**src/rtl/axi4_lite_slave_regs.sv**
```systemverilog
// AXI4-Lite slave register file with independent write and read FSMs.
// Define AXI4_LITE_SLVERR_EN to answer out-of-range accesses with SLVERR.
module axi4_lite_slave_regs #(
    parameter int NUM_REGS = 16
) (
    input  logic        ACLK,
    input  logic        ARESETN,
    input  logic [7:0]  AWADDR,
    input  logic        AWVALID,
    output logic        AWREADY,
    input  logic [31:0] WDATA,
    input  logic [3:0]  WSTRB,
    input  logic        WVALID,
    output logic        WREADY,
    output logic [1:0]  BRESP,
    output logic        BVALID,
    input  logic        BREADY,
    input  logic [7:0]  ARADDR,
    input  logic        ARVALID,
    output logic        ARREADY,
    output logic [31:0] RDATA,
    output logic [1:0]  RRESP,
    output logic        RVALID,
    input  logic        RREADY
);

    localparam logic [1:0] RESP_OKAY = 2'b00;
`ifdef AXI4_LITE_SLVERR_EN
    localparam logic [1:0] RESP_OOR = 2'b10;
`else
    localparam logic [1:0] RESP_OOR = 2'b00;
`endif

    typedef enum logic { W_IDLE, W_RESP } w_state_e;
    typedef enum logic { R_IDLE, R_DATA } r_state_e;

    w_state_e    w_state_q, w_state_d;
    r_state_e    r_state_q, r_state_d;
    logic        rdy_q, rdy_d;
    logic        aw_got_q, aw_got_d;
    logic        w_got_q, w_got_d;
    logic [5:0]  awidx_q, awidx_d;
    logic [31:0] wdata_q, wdata_d;
    logic [3:0]  wstrb_q, wstrb_d;
    logic [1:0]  bresp_q, bresp_d;
    logic [31:0] rdata_q, rdata_d;
    logic [1:0]  rresp_q, rresp_d;
    logic [31:0] regs_q [NUM_REGS];
    logic [31:0] regs_d [NUM_REGS];

    logic        aw_fire, w_fire, ar_fire;
    logic [5:0]  wr_idx, rd_idx;
    logic [31:0] wr_data, rd_word;
    logic [3:0]  wr_strb;
    logic        wr_in_range, rd_in_range;
    logic        addr_lsb_unused;

    assign addr_lsb_unused = ^{AWADDR[1:0], ARADDR[1:0]};

    // Readies come only from flops; rdy_q holds them low for the first cycle out of reset.
    assign AWREADY = rdy_q && (w_state_q == W_IDLE) && !aw_got_q;
    assign WREADY  = rdy_q && (w_state_q == W_IDLE) && !w_got_q;
    assign ARREADY = rdy_q && (r_state_q == R_IDLE);
    assign BVALID  = (w_state_q == W_RESP);
    assign RVALID  = (r_state_q == R_DATA);
    assign BRESP   = bresp_q;
    assign RDATA   = rdata_q;
    assign RRESP   = rresp_q;

    assign aw_fire = AWVALID && AWREADY;
    assign w_fire  = WVALID && WREADY;
    assign ar_fire = ARVALID && ARREADY;

    assign wr_idx  = aw_got_q ? awidx_q : AWADDR[7:2];
    assign wr_data = w_got_q ? wdata_q : WDATA;
    assign wr_strb = w_got_q ? wstrb_q : WSTRB;
    assign rd_idx  = ARADDR[7:2];

    assign wr_in_range = {1'b0, wr_idx} < 7'(NUM_REGS);
    assign rd_in_range = {1'b0, rd_idx} < 7'(NUM_REGS);

    always_comb begin
        rd_word = '0;
        for (int i = 0; i < NUM_REGS; i++) begin
            if (rd_idx == 6'(i)) rd_word = regs_q[i];
        end
    end

    always_comb begin
        w_state_d = w_state_q;
        rdy_d     = 1'b1;
        aw_got_d  = aw_got_q;
        w_got_d   = w_got_q;
        awidx_d   = awidx_q;
        wdata_d   = wdata_q;
        wstrb_d   = wstrb_q;
        bresp_d   = bresp_q;
        regs_d    = regs_q;
        unique case (w_state_q)
            W_IDLE: begin
                if (aw_fire) begin
                    aw_got_d = 1'b1;
                    awidx_d  = AWADDR[7:2];
                end
                if (w_fire) begin
                    w_got_d = 1'b1;
                    wdata_d = WDATA;
                    wstrb_d = WSTRB;
                end
                if ((aw_got_q || aw_fire) && (w_got_q || w_fire)) begin
                    for (int i = 0; i < NUM_REGS; i++) begin
                        for (int b = 0; b < 4; b++) begin
                            if (wr_in_range && wr_idx == 6'(i) && wr_strb[b])
                                regs_d[i][8*b +: 8] = wr_data[8*b +: 8];
                        end
                    end
                    bresp_d   = wr_in_range ? RESP_OKAY : RESP_OOR;
                    aw_got_d  = 1'b0;
                    w_got_d   = 1'b0;
                    w_state_d = W_RESP;
                end
            end
            W_RESP: begin
                if (BREADY) w_state_d = W_IDLE;
            end
        endcase
    end

    // Reads sample regs_q, so a same-edge write is not visible yet.
    always_comb begin
        r_state_d = r_state_q;
        rdata_d   = rdata_q;
        rresp_d   = rresp_q;
        unique case (r_state_q)
            R_IDLE: begin
                if (ar_fire) begin
                    rdata_d   = rd_in_range ? rd_word : '0;
                    rresp_d   = rd_in_range ? RESP_OKAY : RESP_OOR;
                    r_state_d = R_DATA;
                end
            end
            R_DATA: begin
                if (RREADY) r_state_d = R_IDLE;
            end
        endcase
    end

    always_ff @(posedge ACLK or negedge ARESETN) begin
        if (!ARESETN) begin
            w_state_q <= W_IDLE;
            r_state_q <= R_IDLE;
            rdy_q     <= 1'b0;
            aw_got_q  <= 1'b0;
            w_got_q   <= 1'b0;
            awidx_q   <= '0;
            wdata_q   <= '0;
            wstrb_q   <= '0;
            bresp_q   <= RESP_OKAY;
            rdata_q   <= '0;
            rresp_q   <= RESP_OKAY;
            regs_q    <= '{default: '0};
        end else begin
            w_state_q <= w_state_d;
            r_state_q <= r_state_d;
            rdy_q     <= rdy_d;
            aw_got_q  <= aw_got_d;
            w_got_q   <= w_got_d;
            awidx_q   <= awidx_d;
            wdata_q   <= wdata_d;
            wstrb_q   <= wstrb_d;
            bresp_q   <= bresp_d;
            rdata_q   <= rdata_d;
            rresp_q   <= rresp_d;
            regs_q    <= regs_d;
        end
    end

endmodule

```
**config.mk**
```make
export PLATFORM = sky130hd
export DESIGN_NAME = axi4_lite_slave_regs
export DESIGN_NICKNAME = d
export VERILOG_FILES = /design/src/rtl/axi4_lite_slave_regs.sv
export SDC_FILE = /design/constraint.sdc
export NUM_CORES = 1
export LEC_CHECK = 0
export BUFFER_PORTS_ARGS = -buffer_cell sky130_fd_sc_hd__clkbuf_2
export CAP_MARGIN = 20
export CORE_ASPECT_RATIO = 0.7
export CORE_MARGIN = 3
export CORE_UTILIZATION = 60
export CTS_CLUSTER_SIZE = 16
export DETAILED_ROUTE_END_ITERATION = 12
export HOLD_SLACK_MARGIN = 0.08
export PLACE_DENSITY = 0.77
export SLEW_MARGIN = 25
export SYNTH_ARGS = -nofsm -noshare
export SYNTH_HDL_FRONTEND = slang
export SYNTH_SLANG_ARGS = --single-unit
```
**constraint.sdc**
```tcl
create_clock -name ACLK -period 2.51 [get_ports ACLK]
set_input_delay 0.251 -clock ACLK [delete_from_list [all_inputs] [get_ports ACLK]]
set_output_delay 0.251 -clock ACLK [all_outputs]
set_load 0.1 [all_outputs]
```
==> results.py, run 1 <==
metrics = {
    "critical_path": {
        "cp.arrival_ps": 3000,
        "critPathMaxFanout": 16,
        "crit_path_end_kind": "flop",
        "cp.required_ps": 2970,
        "cp-start-kind": "flop",
        "critPathKind": "reg -> reg",
    },
    "sta": {
        "max_clock_freq_mhz": 394,
        "rsz0062_at_grt": "yes",
        "slew_violations": 0,
        "setup_viol": 5,
        "post-route-worst-setup-slack_ps": -27.3,
        "fin_crit_ps": 2540,
        "timing.hold.ws_ps": 114,
        "period_share": 1.01,
        "max_slew_margin": 0.326,
        "worstMarginPinSlew_ps": 1010,
        "finClkSkew_ps": 16.5,
        "hold_viol": 0,
    },
    "final_layout": {
        "finalNonFillerCells": 3424,
        "final_core_util": 0.724,
        "layout-drive-gt1-share": 0.169,
        "diodes": 0,
        "final_nets": 2900,
        "syn_to_final_growth_pct": 17.3,
        "n_fill_cell": 2923,
        "fin_area_sq_mm": 0.0302,
    },
    "placement": {
        "io_buffers": 91,
        "gp_routability_congestion": 0.956,
        "placed_area_sq_mm": 0.0279,
        "hpwl_um": 56800,
        "place_inst": 3279,
    },
    "synthesis": {
        "ys_warn_count": 0,
        "syn-cell-area_sq_mm": 0.0257,
        "yosysSeqAreaShare": 0.575,
        "async_flop_share": 1.00,
        "ys_types": 72,
        "synth-seq-cells": 591,
        "syn-instance-count": 2620,
        "synth_edf_count": 0,
        "avgSynthCellArea_sq_um": 9.82,
        "ys.flop_type": "dfrtp_1",
    },
    "clocking": {
        "cts_buffer_depth": 3,
        "ctsRootBufferMaster": "clkbuf_16",
        "cts_max_level": 2,
        "tritoncts": "yes",
        "cts_sinks": 591,
        "clock_latency_ps": 600,
        "cts-buffers-inserted": 54,
        "clkTransAtPathRegs_ps": 60,
    },
    "run": {
        "maxCapViolCount": 0,
    },
    "outcome": {
        "violations": "setup timing",
        "status": "finished with violations",
    },
    "detailed_routing": {
        "met1_length_um": 33000,
        "drc": 0,
        "routed_wirelength_um": 84200,
        "wl_met2_um": 36700,
        "wl_met3_um": 10500,
        "num_vias": 22400,
        "wl_per_cell_um": 24.6,
        "vias_per_cell": 6.54,
        "ant_nets": 0,
        "first_iter_violations": 2864,
        "dr.max_layer_used": "met4",
        "dr.pass1.iters": 7,
    },
    "floorplanning": {
        "die_w_um": 254,
        "std_cell_rows": 62,
        "io_pins": 100,
        "die_y_um": 179,
        "die_area_sq_mm": 0.0454,
        "start_util": 0.618,
        "core_sq_mm": 0.0417,
    },
    "pwr": {
        "p_per_area_mw_per_mm2": 853,
        "vdd_drop_max_v": 0.000667,
        "p_leak_uw": 0.0135,
    },
    "global_route": {
        "grt_pass1_vias": 22300,
        "grt_use_total": 0.378,
        "antenna_found_initial": 1,
        "overflow": 0,
        "grt_pass1_wl_um": 129000,
        "grt_start_max_net_pins": 102,
    },
    "worst_hold_path": {
        "worstHoldPathType": "in -> reg",
    },
}
worst paths after layout:
check	startpoint	to	slack [ps]	cells after the start
max reg2reg	aw_got_q	regs_q[16]	-30	7
min reg2reg	regs_q[29]	regs_q[29]	480	2
max	aw_got_q	regs_q[16]	-30	7
max in group asynchronous	ARESETN	regs_q[276]	1390	3
min in group asynchronous	ARESETN	regs_q[229]	190	2
min	WVALID	w_got_q	110	4
layer usage:
| layer | global-route usage | vias to the layer above |
|---|---|---|
| li1 | - | 9767 |
| met3 | 0.103 | 258 |
| met2 | 0.579 | 1384 |
| met5 | 0 | - |
| met1 | 0.513 | 11000 |
| met4 | 0.164 | 0 |
stage by stage:
stage / setup TNS (ps) / total power [uW] / worst slack (ps)
6_report: -73.0 / 25700 / -27.3
5_1_grt: -1720 / 26900 / -115
4_1_cts: 0 / 25600 / 12.8
3_5_place_dp: -142 / 17600 / -142
3_3_place_gp: -154 / 17200 / -154
2_1_floorplan: 0 / 15600 / 48.8
cell usage in the layout, fill, tap and decap left out, types with 27 or more instances in the layout:
cell,netlist,routed
clkbuf_2,0,90
buf_4,18,195
nor2_1,56,51
mux2i_1,53,53
o221ai_1,30,30
o21ai_0,551,551
dfrtp_1,591,588
nand2_1,619,612
a21oi_1,73,73
dlygate4sd3_1,0,46
a22oi_1,51,51
a222oi_1,27,27
a221oi_1,42,42
clkbuf_16,0,55
mux2_2,41,41
o22ai_1,33,33
critical path, stage by stage (launching register included):
cell	delay [ps]
dfrtp_1	480
buf_4	230
nand3b_1	180
a2bb2oi_1	330
and2_1	440
nand2_1	430
nand2_1	210
o21ai_0	100
layout make-up:
class / count / area [sq um] / share of cell area
flip-flops and latches: 591 / 14800 / 0.490
multi-input cells: 1829 / 10100 / 0.335
inverters: 11 / 41.3 / 0.00137
repair buffers: 354 / 2820 / 0.0935
well taps: 544 / 681 / 0.0226
clock buffers: 82 / 1620 / 0.0536
clock inverters: 13 / 98.8 / 0.00328
synth_stat cells, drive strengths merged (21+ instances only):
cell	number	area (sq um)
nand3	26	135
a22oi	51	383
clkbuf	127	477
nor2	75	424
buf	65	374
and3	21	131
dfrtp	591	14800
nand2	620	2330
o22ai	34	219
mux2i	53	531
mux2	41	462
o221ai	30	263
a221oi	42	368
o21ai	552	2760
a21oi	73	365
a222oi	27	270
registers in the layout, summed over array words and instances (netlist names):
signal	cells
regs_q	512
RDATA	32
wstrb_q	4
wdata_q	32
BVALID	1
awidx_q	6
w_got_q	1
rdy_q	1
aw_got_q	1
RVALID	1
kinds of logic after synthesis:
logic type,share of synthesized area
AO/OA/AOI/OAI,0.212
flip-flops,0.575
multiplexers,0.0394
buffers and inverters,0.0347
AND/OR/NAND/NOR,0.139
other,0.000292
power breakdown:
group | internal [uW] | total [uW] | switching [uW]
Combinational | 1690 | 4930 | 3240
Sequential | 11500 | 12700 | 1230
Clock | 4520 | 8080 | 3560
repair_timing:
item / 4_1_cts / 5_1_grt
buffers inserted: 0 / 4
hold buffers: 46 / 0
endpoints found under the hold margin: 264 / 0
gates resized for setup: 0 / 8
endpoints found under the setup margin: 0 / 81
Power figures use the tool's default switching activity.
==> inputs of run 2 (changes only) <==
==> constraint.sdc (replaced) <==
create_clock -name ACLK -period 2.9 [get_ports ACLK]
set_input_delay 0.29 -clock ACLK [delete_from_list [all_inputs] [get_ports ACLK]]
set_output_delay 0.29 -clock ACLK [all_outputs]
set_load 0.1 [all_outputs]
==> run 2 against run 1 <==
  * The run now ends clean
  * Register-to-register slack better by 140 ps
  * Clock skew hardly changed
  * Worst hold slack better by 67 ps
  * Maximum frequency is 9.0% lower
  * Clock power is 10% lower
  * Die area stayed put
  * Non-clock buffer count is 81 lower
  * Sequential power is 13% lower
  * Core utilization is 1.5 points lower
  * Wire length is 0.19% higher
  * Via count is 0.91% lower
  * Critical endpoint is now regs_q[441]
  * Largest cell class unchanged
==> results.py, run 2 (synthesis gave the netlist of run 1 again) <==
metrics = {
    "critical_path": {
        "crit_chain": "a21oi_1 -> or3_1 -> nor2_4 -> nand2_1 -> nand2_1 -> o21ai_0",
        "cp.arrival_ps": 3230,
        "crit_family": "simple AND/OR/NAND/NOR gates",
        "cpMaxStageDelayCell": "dfrtp_1",
        "r2r_slack_ps": 110,
        "cp-start-kind": "flop",
        "cp.required_ps": 3340,
        "cpMostUsedCell": "nand2_1",
        "critPathMaxFanout": 18,
        "slowest_delay_ps": 690,
        "critPathKind": "reg -> reg",
        "crit_path_end_kind": "flop",
        "crit_buf_inv": 0,
    },
    "pwr": {
        "power_switching_uw": 6970,
        "power_frac_seq": 0.491,
        "vdd_drop_max_v": 0.000522,
        "clkPwrFrac": 0.324,
        "swShare": 0.311,
        "p_leak_uw": 0.0131,
        "p_per_area_mw_per_mm2": 759,
        "pwr-share-comb": 0.185,
        "intPower_uw": 15500,
    },
    "placement": {
        "gp_routability_congestion": 0.952,
        "place_ws_ps": 193,
        "hpwl_um": 56300,
        "place_inst": 3203,
        "io_buffers": 91,
    },
    "final_layout": {
        "layout-drive-gt1-share": 0.146,
        "final_nets": 2819,
        "final_common_cell": "nand2_1",
        "largest_register_ff_count": 512,
        "top_register": "regs_q",
        "finalNonFillerCells": 3348,
        "syn_to_final_growth_pct": 14.9,
        "final_cell_mix": "nand2_1 (613), dfrtp_1 (590), o21ai_0 (551)",
    },
    "detailed_routing": {
        "ant_nets": 0,
        "wl_per_cell_um": 25.2,
        "num_vias": 22200,
        "vias_per_cell": 6.63,
        "drc": 0,
        "routed_wirelength_um": 84400,
        "dr.pass1.iters": 6,
        "first_iter_violations": 2841,
    },
    "global_route": {
        "antenna_found_initial": 0,
        "grt_pass1_vias": 21800,
        "grt_use_total": 0.378,
        "grt_pass1_wl_um": 129000,
        "grt_start_max_net_pins": 77,
        "overflow": 0,
    },
    "sta": {
        "finClkSkew_ps": 16.7,
        "period_share": 0.961,
        "fin_crit_ps": 2790,
        "post-route-worst-setup-slack_ps": 112,
        "rsz0062_at_grt": "yes",
        "timing.hold.ws_ps": 181,
        "worstMarginPinSlew_ps": 829,
        "max_clock_freq_mhz": 359,
        "slew_violations": 0,
        "fin_tns_setup_ps": 0,
        "max_slew_margin": 0.444,
        "hold_viol": 0,
        "setup_viol": 0,
    },
    "floorplanning": {
        "io_pins": 100,
        "core_sq_mm": 0.0417,
        "die_w_um": 254,
        "die_y_um": 179,
        "std_cell_rows": 62,
        "die_area_sq_mm": 0.0454,
        "start_util": 0.618,
    },
    "outcome": {
        "status": "complete, no violations",
    },
    "clocking": {
        "cts_max_level": 2,
        "tritoncts": "yes",
        "clock_latency_ps": 590,
        "clkTransAtPathRegs_ps": 70,
        "ctsRootBufferMaster": "clkbuf_16",
        "cts_buffer_depth": 3,
        "cts-buffers-inserted": 54,
        "cts_sinks": 591,
        "cts_setup_buffers": 0,
    },
    "worst_hold_path": {
        "worstHoldPathType": "in -> reg",
    },
    "run": {
        "maxCapViolCount": 0,
    },
}
==> run 2: area by class of cell <==
type                            instances  area [sq um]
Sequential cell                       591         14800
Fill cell                            3087         12100
Multi-Input combinational cell       1829         10100
Timing Repair Buffer                  273          2130
Clock buffer                           85          1700
Tap cell                              544           681
Clock inverter                         14           104
Inverter                               11          41.3
Antenna cell                            1          2.50
==> run 2: worst min-delay path: stages <==
cell and delay, ps:
clkbuf_2 130, nor3b_1 60, a21oi_1 140, o21ai_0 110
==> run 2: path summary, 6_finish.rpt <==
path                                  from           to  cells after the start
worst max-delay path              aw_got_q  regs_q[441]                      6
worst min-delay path               AWVALID      w_got_q                      4
worst max register to register    aw_got_q  regs_q[441]                      6
worst min register to register  regs_q[10]   regs_q[10]                      2
max in group asynchronous          ARESETN   regs_q[52]                      3
min in group asynchronous          ARESETN  regs_q[288]                      2
==> run 2: power by group through the flow <==
stage / Clock [uW] / Sequential (uW) / Combinational (uW)
floorplan: 0 / 11100 / 2420
global placement: 0 / 11000 / 3830
detailed placement: 0 / 11100 / 4030
CTS: 7280 / 11000 / 4110
global route: 7630 / 11200 / 4580
finish: 7270 / 11000 / 4160
==> run 2: what timing repair did <==
item | CTS | global route
endpoints found under the hold margin | 106 | 0
hold buffers | 45 | 0
gates resized for setup | 0 | 6
endpoints found under the setup margin | 0 | 25
==> run 2: per-layer routing <==
| layer | GRT usage | part of all wire |
|---|---|---|
| met1 | 0.529 | 0.40 |
| met2 | 0.567 | 0.44 |
| met3 | 0.102 | 0.12 |
| met4 | 0.153 | 0.045 |
| met5 | 0 | 0 |
==> run 2: stage by stage <==
step | util | power (uW) | instance area (sq um)
5_1_grt | 0.710 | 23400 | 29600
3_3_place_gp | 0.655 | 14800 | 27300
4_1_cts | 0.709 | 22300 | 29500
3_5_place_dp | 0.655 | 15100 | 27300
2_1_floorplan | - | 13500 | 25800
6_report | 0.710 | 22400 | 29600
